### config.mk
export PLATFORM = sky130hd
export DESIGN_NAME = truth_table_sweeper
export DESIGN_NICKNAME = d
export VERILOG_FILES = /design/src/rtl/truth_table_sweeper.sv
export SDC_FILE = /design/constraint.sdc
export NUM_CORES = 1
export LEC_CHECK = 0
export ABC_CLOCK_PERIOD_IN_PS = 1460
export BUFFER_PORTS_ARGS = -buffer_cell sky130_fd_sc_hd__buf_2
export CAP_MARGIN = 40
export CORE_MARGIN = 4
export CORE_UTILIZATION = 48
export CTS_CLUSTER_SIZE = 30
export DETAILED_ROUTE_END_ITERATION = 10
export GPL_TIMING_DRIVEN = 0
export PLACE_DENSITY_LB_ADDON = 0.25
export SLEW_MARGIN = 0
export SYNTH_ARGS = -nofsm -noshare
export SYNTH_HDL_FRONTEND = slang
export SYNTH_SLANG_ARGS = --single-unit
### constraint.sdc
create_clock -name clk -period 1.46 [get_ports clk]
set_input_delay 0.073 -clock clk [delete_from_list [all_inputs] [get_ports clk]]
set_output_delay 0.073 -clock clk [all_outputs]
set_load 0.03 [all_outputs]
### src/rtl/truth_table_sweeper.sv
// Sweeps all eight {A,B,C} vectors across three parallel logic implementations,
// captures one truth table per implementation and flags mismatches against a golden table.

module truth_table_sweeper_lane (
  input  logic       clk,
  input  logic       rst_n,
  input  logic       clear,
  input  logic       sampleEn,
  input  logic [2:0] idx,
  input  logic       y,
  input  logic       expBit,
  output logic [7:0] tt,
  output logic       miss
);
  always_ff @(posedge clk) begin
    if (!rst_n) begin
      tt   <= '0;
      miss <= 1'b0;
    end else if (clear) begin
      tt   <= '0;
      miss <= 1'b0;
    end else if (sampleEn) begin
      tt[idx] <= y;
      miss    <= miss | (y ^ expBit);
    end
  end
endmodule

module truth_table_sweeper #(
  parameter int          SETTLE   = 1,
  parameter logic [7:0]  EXPECTED = 8'h8A
) (
  input  logic       clk,
  input  logic       rst_n,
  input  logic       start,
  output logic [2:0] abc,
  input  logic [2:0] y_in,
  output logic       busy,
  output logic       done,
  output logic [7:0] tt0,
  output logic [7:0] tt1,
  output logic [7:0] tt2,
  output logic [2:0] mismatch,
  output logic       fail_valid,
  output logic [2:0] first_fail_idx,
  output logic       pass
);
  localparam int         NUM_LANES = 3;
  localparam logic [3:0] RELOAD    = 4'(SETTLE - 1);

  typedef enum logic [1:0] {IDLE, DRIVE, SAMPLE, DONE} stateT;

  stateT      state, nextState;
  logic [2:0] idx, nextIdx;
  logic [3:0] cnt, nextCnt;
  logic       accept, sampleEn, anyDiff, nextActive;
  logic [NUM_LANES-1:0][7:0] ttArr;

  always_comb begin
    nextState = state;
    nextIdx   = idx;
    nextCnt   = cnt;
    accept    = 1'b0;
    sampleEn  = 1'b0;
    case (state)
      IDLE:
        if (start) begin
          nextState = DRIVE;
          nextIdx   = 3'd0;
          nextCnt   = RELOAD;
          accept    = 1'b1;
        end
      DRIVE:
        if (cnt == 4'd0) nextState = SAMPLE;
        else             nextCnt   = cnt - 4'd1;
      SAMPLE: begin
        sampleEn = 1'b1;
        if (idx == 3'd7) nextState = DONE;
        else begin
          nextState = DRIVE;
          nextIdx   = idx + 3'd1;
          nextCnt   = RELOAD;
        end
      end
      DONE:    nextState = IDLE;
      default: nextState = IDLE;
    endcase
  end

  // abc/busy/done are registered from next-state so they line up with the state they describe
  assign nextActive = (nextState == DRIVE) || (nextState == SAMPLE);

  always_ff @(posedge clk) begin
    if (!rst_n) begin
      state <= IDLE;
      idx   <= '0;
      cnt   <= '0;
      abc   <= '0;
      busy  <= 1'b0;
      done  <= 1'b0;
    end else begin
      state <= nextState;
      idx   <= nextIdx;
      cnt   <= nextCnt;
      abc   <= nextActive ? nextIdx : 3'd0;
      busy  <= nextActive;
      done  <= (nextState == DONE);
    end
  end

  genvar i;
  generate
    for (i = 0; i < NUM_LANES; i++) begin : gLane
      truth_table_sweeper_lane uLane (
        .clk      (clk),
        .rst_n    (rst_n),
        .clear    (accept),
        .sampleEn (sampleEn),
        .idx      (idx),
        .y        (y_in[i]),
        .expBit   (EXPECTED[idx]),
        .tt       (ttArr[i]),
        .miss     (mismatch[i])
      );
    end
  endgenerate

  assign anyDiff = |(y_in ^ {NUM_LANES{EXPECTED[idx]}});

  always_ff @(posedge clk) begin
    if (!rst_n) begin
      fail_valid     <= 1'b0;
      first_fail_idx <= '0;
    end else if (accept) begin
      fail_valid     <= 1'b0;
      first_fail_idx <= '0;
    end else if (sampleEn && anyDiff && !fail_valid) begin
      fail_valid     <= 1'b1;
      first_fail_idx <= idx;
    end
  end

  assign tt0  = ttArr[0];
  assign tt1  = ttArr[1];
  assign tt2  = ttArr[2];
  assign pass = ~busy & ~fail_valid;
endmodule
; Word level (Yosys, flattened, before mapping)
; Memory sizes are Yosys's and may differ from the RTL's. A register that Yosys moved wholly into a read port is not among the register bits.
; Index checks and enable logic that the tools add are counted.
; W data, S select, Z words.
[totals]
regBits = 45
romBits = 8
input_bits = 6
out_inout_bits = 37
elab_cells = 73
memories = 1
[op_classes]
add_sub_neg = 2
order_cmp = 2
eq_ne = 10
muxes = 21
bitwise = 11
reduce_logical = 12
[memory_table]
columns = name, depth, word_bits, rd, rd_ports_with_merged_regs, wr, line
row1 = (no name shown), 8, 1, 1, 1, 0, 128  ; assign anyDiff = |(y_in ^ {NUM_LANES{EXPECTED[idx]}});
[op_table]
columns = op, n
row1 = $bwmux W8, 3
row2 = $mux W4, 3
row3 = $pmux W4 S3, 1
row4 = $mux W3, 3
row5 = $eq A2 B2 Y1 const B, 4
row6 = $pmux W2 S4, 1
row7 = $mux W2, 3
row8 = $ne A2 B2 Y1 const B, 3
row9 = $pmux W3 S2, 1
row10 = $mux W1, 5
row11 = $eq A2 B1 Y1 const B, 2
row12 = $logic_not A4 Y1, 1
row13 = $lt A3 B4 Y1 const B, 1
row14 = $reduce_and A4 Y1, 1
row15 = $sub A4 B1 Y4 const B, 1
row16 = $add A3 B1 Y3 const B, 1
row17 = $demux W1 S3, 1
row18 = $eq A3 B3 Y1 const B, 1
row19 = $ge A3 B1 Y1 const B, 1
row20 = $logic_and A1 B1 Y1, 3
row21 = $not A1 Y1, 3
row22 = $or A1 B1 Y1, 3
row23 = $reduce_bool A3 Y1, 1
row24 = $reduce_or A3 Y1, 1
row25 = 8 further kinds, 10

; Logic depth before layout (Yosys ltp)
[depth]
depth_word = 6
depth_mapped = 8
mapped_depth_nobuf = 8

; Cells and area by module
; Synthesis repeated with hierarchy kept, for this count alone.
[hier_totals]
hier_cells = 208
area_unflattened_um2 = 2213.4
[modules_own_cells]
columns = module, instances, cells_each, area_each_um2, seq_area_each_um2
row1 = truth_table_sweeper_lane, 3, 41, 455.4, 180.2
row2 = truth_table_sweeper, 1, 85, 847.1, 380.4

; Worst setup path before layout
; No wires, ideal clock.
[synth_timing]
kind = reg2reg
startpoint = reg idx[1]
endpoint = reg abc[2]
setup_ns = 0.125
arrival_ns = 1.333
t_required_ns = 1.335
slack_ns = 0.001
path_stages_with_launch = 7
n_path_buf = 0
period_less_slack_ns = 1.459
path_cell_list = dfxtp_1 > ha_1 > nand2_1 > o32ai_1 > ha_1 > nand2_1 > nor3_1
[synth_via]
elab_chain_len = 6
word_cells_on_any_way = 10
cone_classes = add/sub: 1 / eq/ne: 3 / mux: 4 / reduce/logical: 2
[synth_rtl]
columns = item, line
row1 = start: declaration, 54  ; logic [2:0] idx, nextIdx;
row2 = start signal: assignment, 103  ; idx <= nextIdx;
row3 = $eq A3 B3 Y1 *, 78  ; if (idx == 3'd7) nextState = DONE;
row4 = $mux W2 *, 78
row5 = $pmux W2 S4 *, 65  ; case (state)
row6 = named net nextState[1], 53  ; stateT state, nextState;
row7 = $eq A2 B1 Y1 or $eq A2 B2 Y1 (tied branches), 91  ; assign nextActive = (nextState == DRIVE) || (nextState == SAMPLE);
row8 = $logic_or A1 B1 Y1 *, 91
row9 = named net nextActive, 56  ; logic accept, sampleEn, anyDiff, nextActive;
row10 = $reduce_and A2 Y1 (no source line) *, -
row11 = end signal: assignment, 105  ; abc <= nextActive ? nextIdx : 3'd0;
row12 = end: declaration, 36  ; output logic [2:0] abc,
; Mark *: on every way through the listed nets, which the timed path passes. The rest lies on a longest branch.
; A chain may end at the register's enable or synchronous reset.

; Worst setup path after layout
[layout_timing]
startpoint = reg cnt[0]
endpoint = reg abc[0]
[layout_via]
elab_chain_len = 6
word_cells_on_any_way = 7
cone_classes = eq/ne: 2 / mux: 2 / reduce/logical: 3
[layout_rtl]
columns = item, line
row1 = start: declaration, 55  ; logic [3:0] cnt, nextCnt;
row2 = start signal: assignment, 104  ; cnt <= nextCnt;
row3 = $logic_not A4 Y1 *, 74  ; if (cnt == 4'd0) nextState = SAMPLE;
row4 = $mux W2 *, 74
row5 = $pmux W2 S4 *, 65
row6 = named net nextState[1], 53
row7 = $eq A2 B1 Y1 or $eq A2 B2 Y1 (tied branches), 91
row8 = $logic_or A1 B1 Y1 *, 91
row9 = named net nextActive, 56
row10 = $reduce_and A2 Y1 (no source line) *, -
; Marks and branches as above.

==> impl_results.md <==
* Max Freq at 703 MHz
* DRT Wirelength at ~4.1 mm
* Clock Path Buffers at 2
* PortBufs at 42
* R2r setup slk at between 0.03 and 0.04 ns
* Sink Count at 46
* Cell count along the critical path at 7
* First-pass iteration count of the detailed router at 4
* Worst setup startpoint: cnt[0]$_SDFFE_PN0P_
* Area of the mapped netlist at between 0.0015 and 0.002 sq mm
* Max Fanout on Critical Path at 4
* ANT nets after route at 0
* Total power at 2.25 mW
* Startpoint Class: flip-flop
* Number of global-route vias before repair at roughly 1400
* Syn Nets at 210
* Leakage at between 1 and 1.5 nW
* FF-to-FF Start: cnt[0]$_SDFFE_PN0P_
* First-pass GRT wire length at 6.69 mm
* Placed Cells at 291
* Slew HR at 81.2%
* Tcrit/Tclk final at 97.5%
* Die footprint at about 0.005 sq mm
* Synth cell types at 34
* Setup CP Type: flip-flop to flip-flop
* Syn Area/Cell at 9.64 sq um
* DR WL/cell at between 10 and 15 microns
* FF+latch count, synth at between 40 and 50
* CP arrival at between 1.5 and 2 ns
* Post-Route Skew at approximately 0.0056 ns
* Synth async-reset ratio at 0%
* Min Tclk post-route at about 1.4 ns
* Crit. End Element: flip-flop
* CP peak stage delay at between 0.3 and 0.4 ns
* VDD IR max at 0.805 mV
* Drt via density at ~5.1
* GRT Resource Usage Total at around 17%
* Share of layout cells above drive strength 1 at 39.2%
* Cells on worst reg2reg path at 7
* Cells along the critical path: inv_2, ha_4, nand3b_1, o32ai_2, ha_1, nand2_2, nor2_1
* Max-cap violations at 0
* CTS tree: yes
* Status: finished, final reports clean
* Final setup fails at 0
* # nets final at about 270
* Core Area at 0.00377 sq mm
* Power Dens Cells at ~920 mW/mm^2
* Final std cells w/o fill at between 300 and 400
* Gpl congestion at between 0.7 and 0.8
* Routed vias at ~1600
* R2R Path End: abc[0]$_SDFF_PN0_
* Initial antenna violation count at 0
* Slew Limit Fails at 0
* Final hold vios at 0
* Synthesis-to-layout area growth at 26.5%
* CTS Buf Count at 5
* Worst-Margin Slew at approximately 0.28 ns
* Initial Utilization at roughly half
* Reg area at around 930 sq um
* Mapped Cells at 201
* Die W at 71.5 microns
* Filler cells at a little over 300
* H-tree levels at 2
* Num rows at 22
* Sequential share of the synthesized area at between 40 and 50%
* Drc violations at 0
* Number of diodes at 0
* EDFF count, synth at 0
* Hold crit path type: primary input to flip-flop
* Final hold slack at 0.0770 ns
* IO Pins at 43
* Clock-pin transition on the worst setup and hold timing paths at 0.08 ns
* Die height at a little over 70 microns
* Top delay family on crit path: adder cells
* Final HPWL DP at approximately 2.9 mm
* Largest net degree at the start of global routing at 15
* Root buffer cell: clkbuf_8
* Area occupied by multi-input gates at roughly 960 sq um
* CP endpoint: abc[0]$_SDFF_PN0_
* CP required at 1.64 ns
* Worst-Skew Late Latency at around 0.3 ns
* Prevailing post-synth register cell: dfxtp_1
* Yosys warnings at 0
* CP bufs+invs at 1
* Hold Crit Start: rst_n
* Initial DRC count at 79
* Critical-path top delay cell: dfxtp_2
* RSZ-0062 raised after global routing: yes
* Total grt overflow at 0
[cell usage in the layout (no fill, tap or decap), drive strengths merged, types with 2 or more instances in the layout]
| cell type | synthesis | routed |
|---|---|---|
| mux2i | 21 | 21 |
| nand2b | 4 | 4 |
| nor3b | 3 | 3 |
| a21oi | 15 | 15 |
| ha | 3 | 3 |
| buf | 14 | 68 |
| dfxtp | 46 | 46 |
| nand2 | 14 | 14 |
| nor3 | 4 | 4 |
| nand3b | 4 | 4 |
| inv | 5 | 5 |
| and2 | 2 | 2 |
| nand3 | 6 | 6 |
| nor2 | 36 | 36 |
| clkbuf | 0 | 6 |
| o21ai | 5 | 5 |
| nor2b | 2 | 2 |
| clkinv | 0 | 2 |
| xor2 | 4 | 4 |
[area by class of cell]
cell class | instances | share of cell area, %
multi-input cells | 136 | 39.4
flip-flops and latches | 46 | 37.9
repair buffers | 54 | 12.4
plain buffers | 14 | 3.62
clock buffers | 6 | 2.96
well taps | 48 | 2.45
inverters | 5 | 0.766
clock inverters | 2 | 0.562
[what timing repair did]
action,4_1_cts,5_1_grt
hold buffers,0,0
setup endpoints to repair,7,21
endpoints found under the hold margin,0,0
pin swaps,6,10
resized for setup,16,5
setup buffers,7,5
[report_power, final]
group          switching (mW)  leakage (nW)  internal [mW]
clock                   0.411        0.0452          0.338
sequential            0.00827         0.374           1.27
combinational           0.140         0.716         0.0870
total                   0.560          1.13           1.69
[cells by family (layout without fill, tap and decap cells)]
family	Yosys count	in the layout	synth area share, %
AND/OR/NAND/NOR	79	79	23.0
flip-flops	46	46	47.5
AO/OA/AOI/OAI	28	28	8.97
multiplexers	22	22	11.4
buffers and inverters	19	81	5.36
XOR/XNOR	4	4	1.81
adder cells (fa/ha/maj)	3	3	1.94
[worst min path at each step]
stage                     endpoint  cells after the start  slack [ns]
2_1_floorplan      done$_SDFF_PN0_                      1        0.19
3_3_place_gp   state[1]$_SDFF_PN0_                      2        0.36
3_5_place_dp   state[1]$_SDFF_PN0_                      2        0.37
4_1_cts            done$_SDFF_PN0_                      2        0.07
5_1_grt        state[1]$_SDFF_PN0_                      2        0.08
6_report           done$_SDFF_PN0_                      2        0.08
[registers in the layout, summed over array words and instances (netlist names)]
register and cells:
fail_valid 1, idx 3, abc 3, done 1, first_fail_idx 3, gLane.uLane.miss 3
state 2, busy 1, cnt 4, gLane.uLane.tt 24, gLane.uLane.expBit 1
[cells in the mapped netlist (all sizes together) (2+ instances only)]
library cell | number | area [sq um]
dfxtp | 46 | 921
nor2 | 36 | 135
mux2i | 21 | 210
a21oi | 15 | 75.1
buf | 14 | 85.1
nand2 | 14 | 52.6
nand3 | 6 | 30.0
inv | 5 | 18.8
o21ai | 5 | 25.0
nand2b | 4 | 25.0
nand3b | 4 | 42.5
nor3 | 4 | 31.3
xor2 | 4 | 35.0
ha | 3 | 37.5
nor3b | 3 | 56.3
and2 | 2 | 12.5
nor2b | 2 | 12.5
[worst reg2reg max path, cell delays in order, from the launching register on]
cell	delay, ns
dfxtp_2	0.33
inv_2	0.07
ha_4	0.13
nand3b_1	0.11
o32ai_2	0.24
ha_1	0.28
nand2_2	0.10
nor2_1	0.05
[stage by stage]
step                utilization [%]  cell area, sq um  setup slack, ns  setup TNS, ns
finish                         65.0              2450           0.0372              0
global route                   65.0              2450          -0.0536         -0.151
CTS                            63.5              2390          0.00245              0
detailed placement             58.6              2210           -0.261          -1.52
global placement               58.6              2210           -0.233          -1.31
floorplan                         -              1940          0.00143              0
[layer usage]
layer	up-vias	wire, microns	GRT usage (%)
met4	0	36	5.01
met2	42	1760	22.7
met3	4	267	6.03
met5	-	0	0
li1	799	-	-
met1	726	2050	24.3
Note: power is estimated with default switching activity, not from simulation.
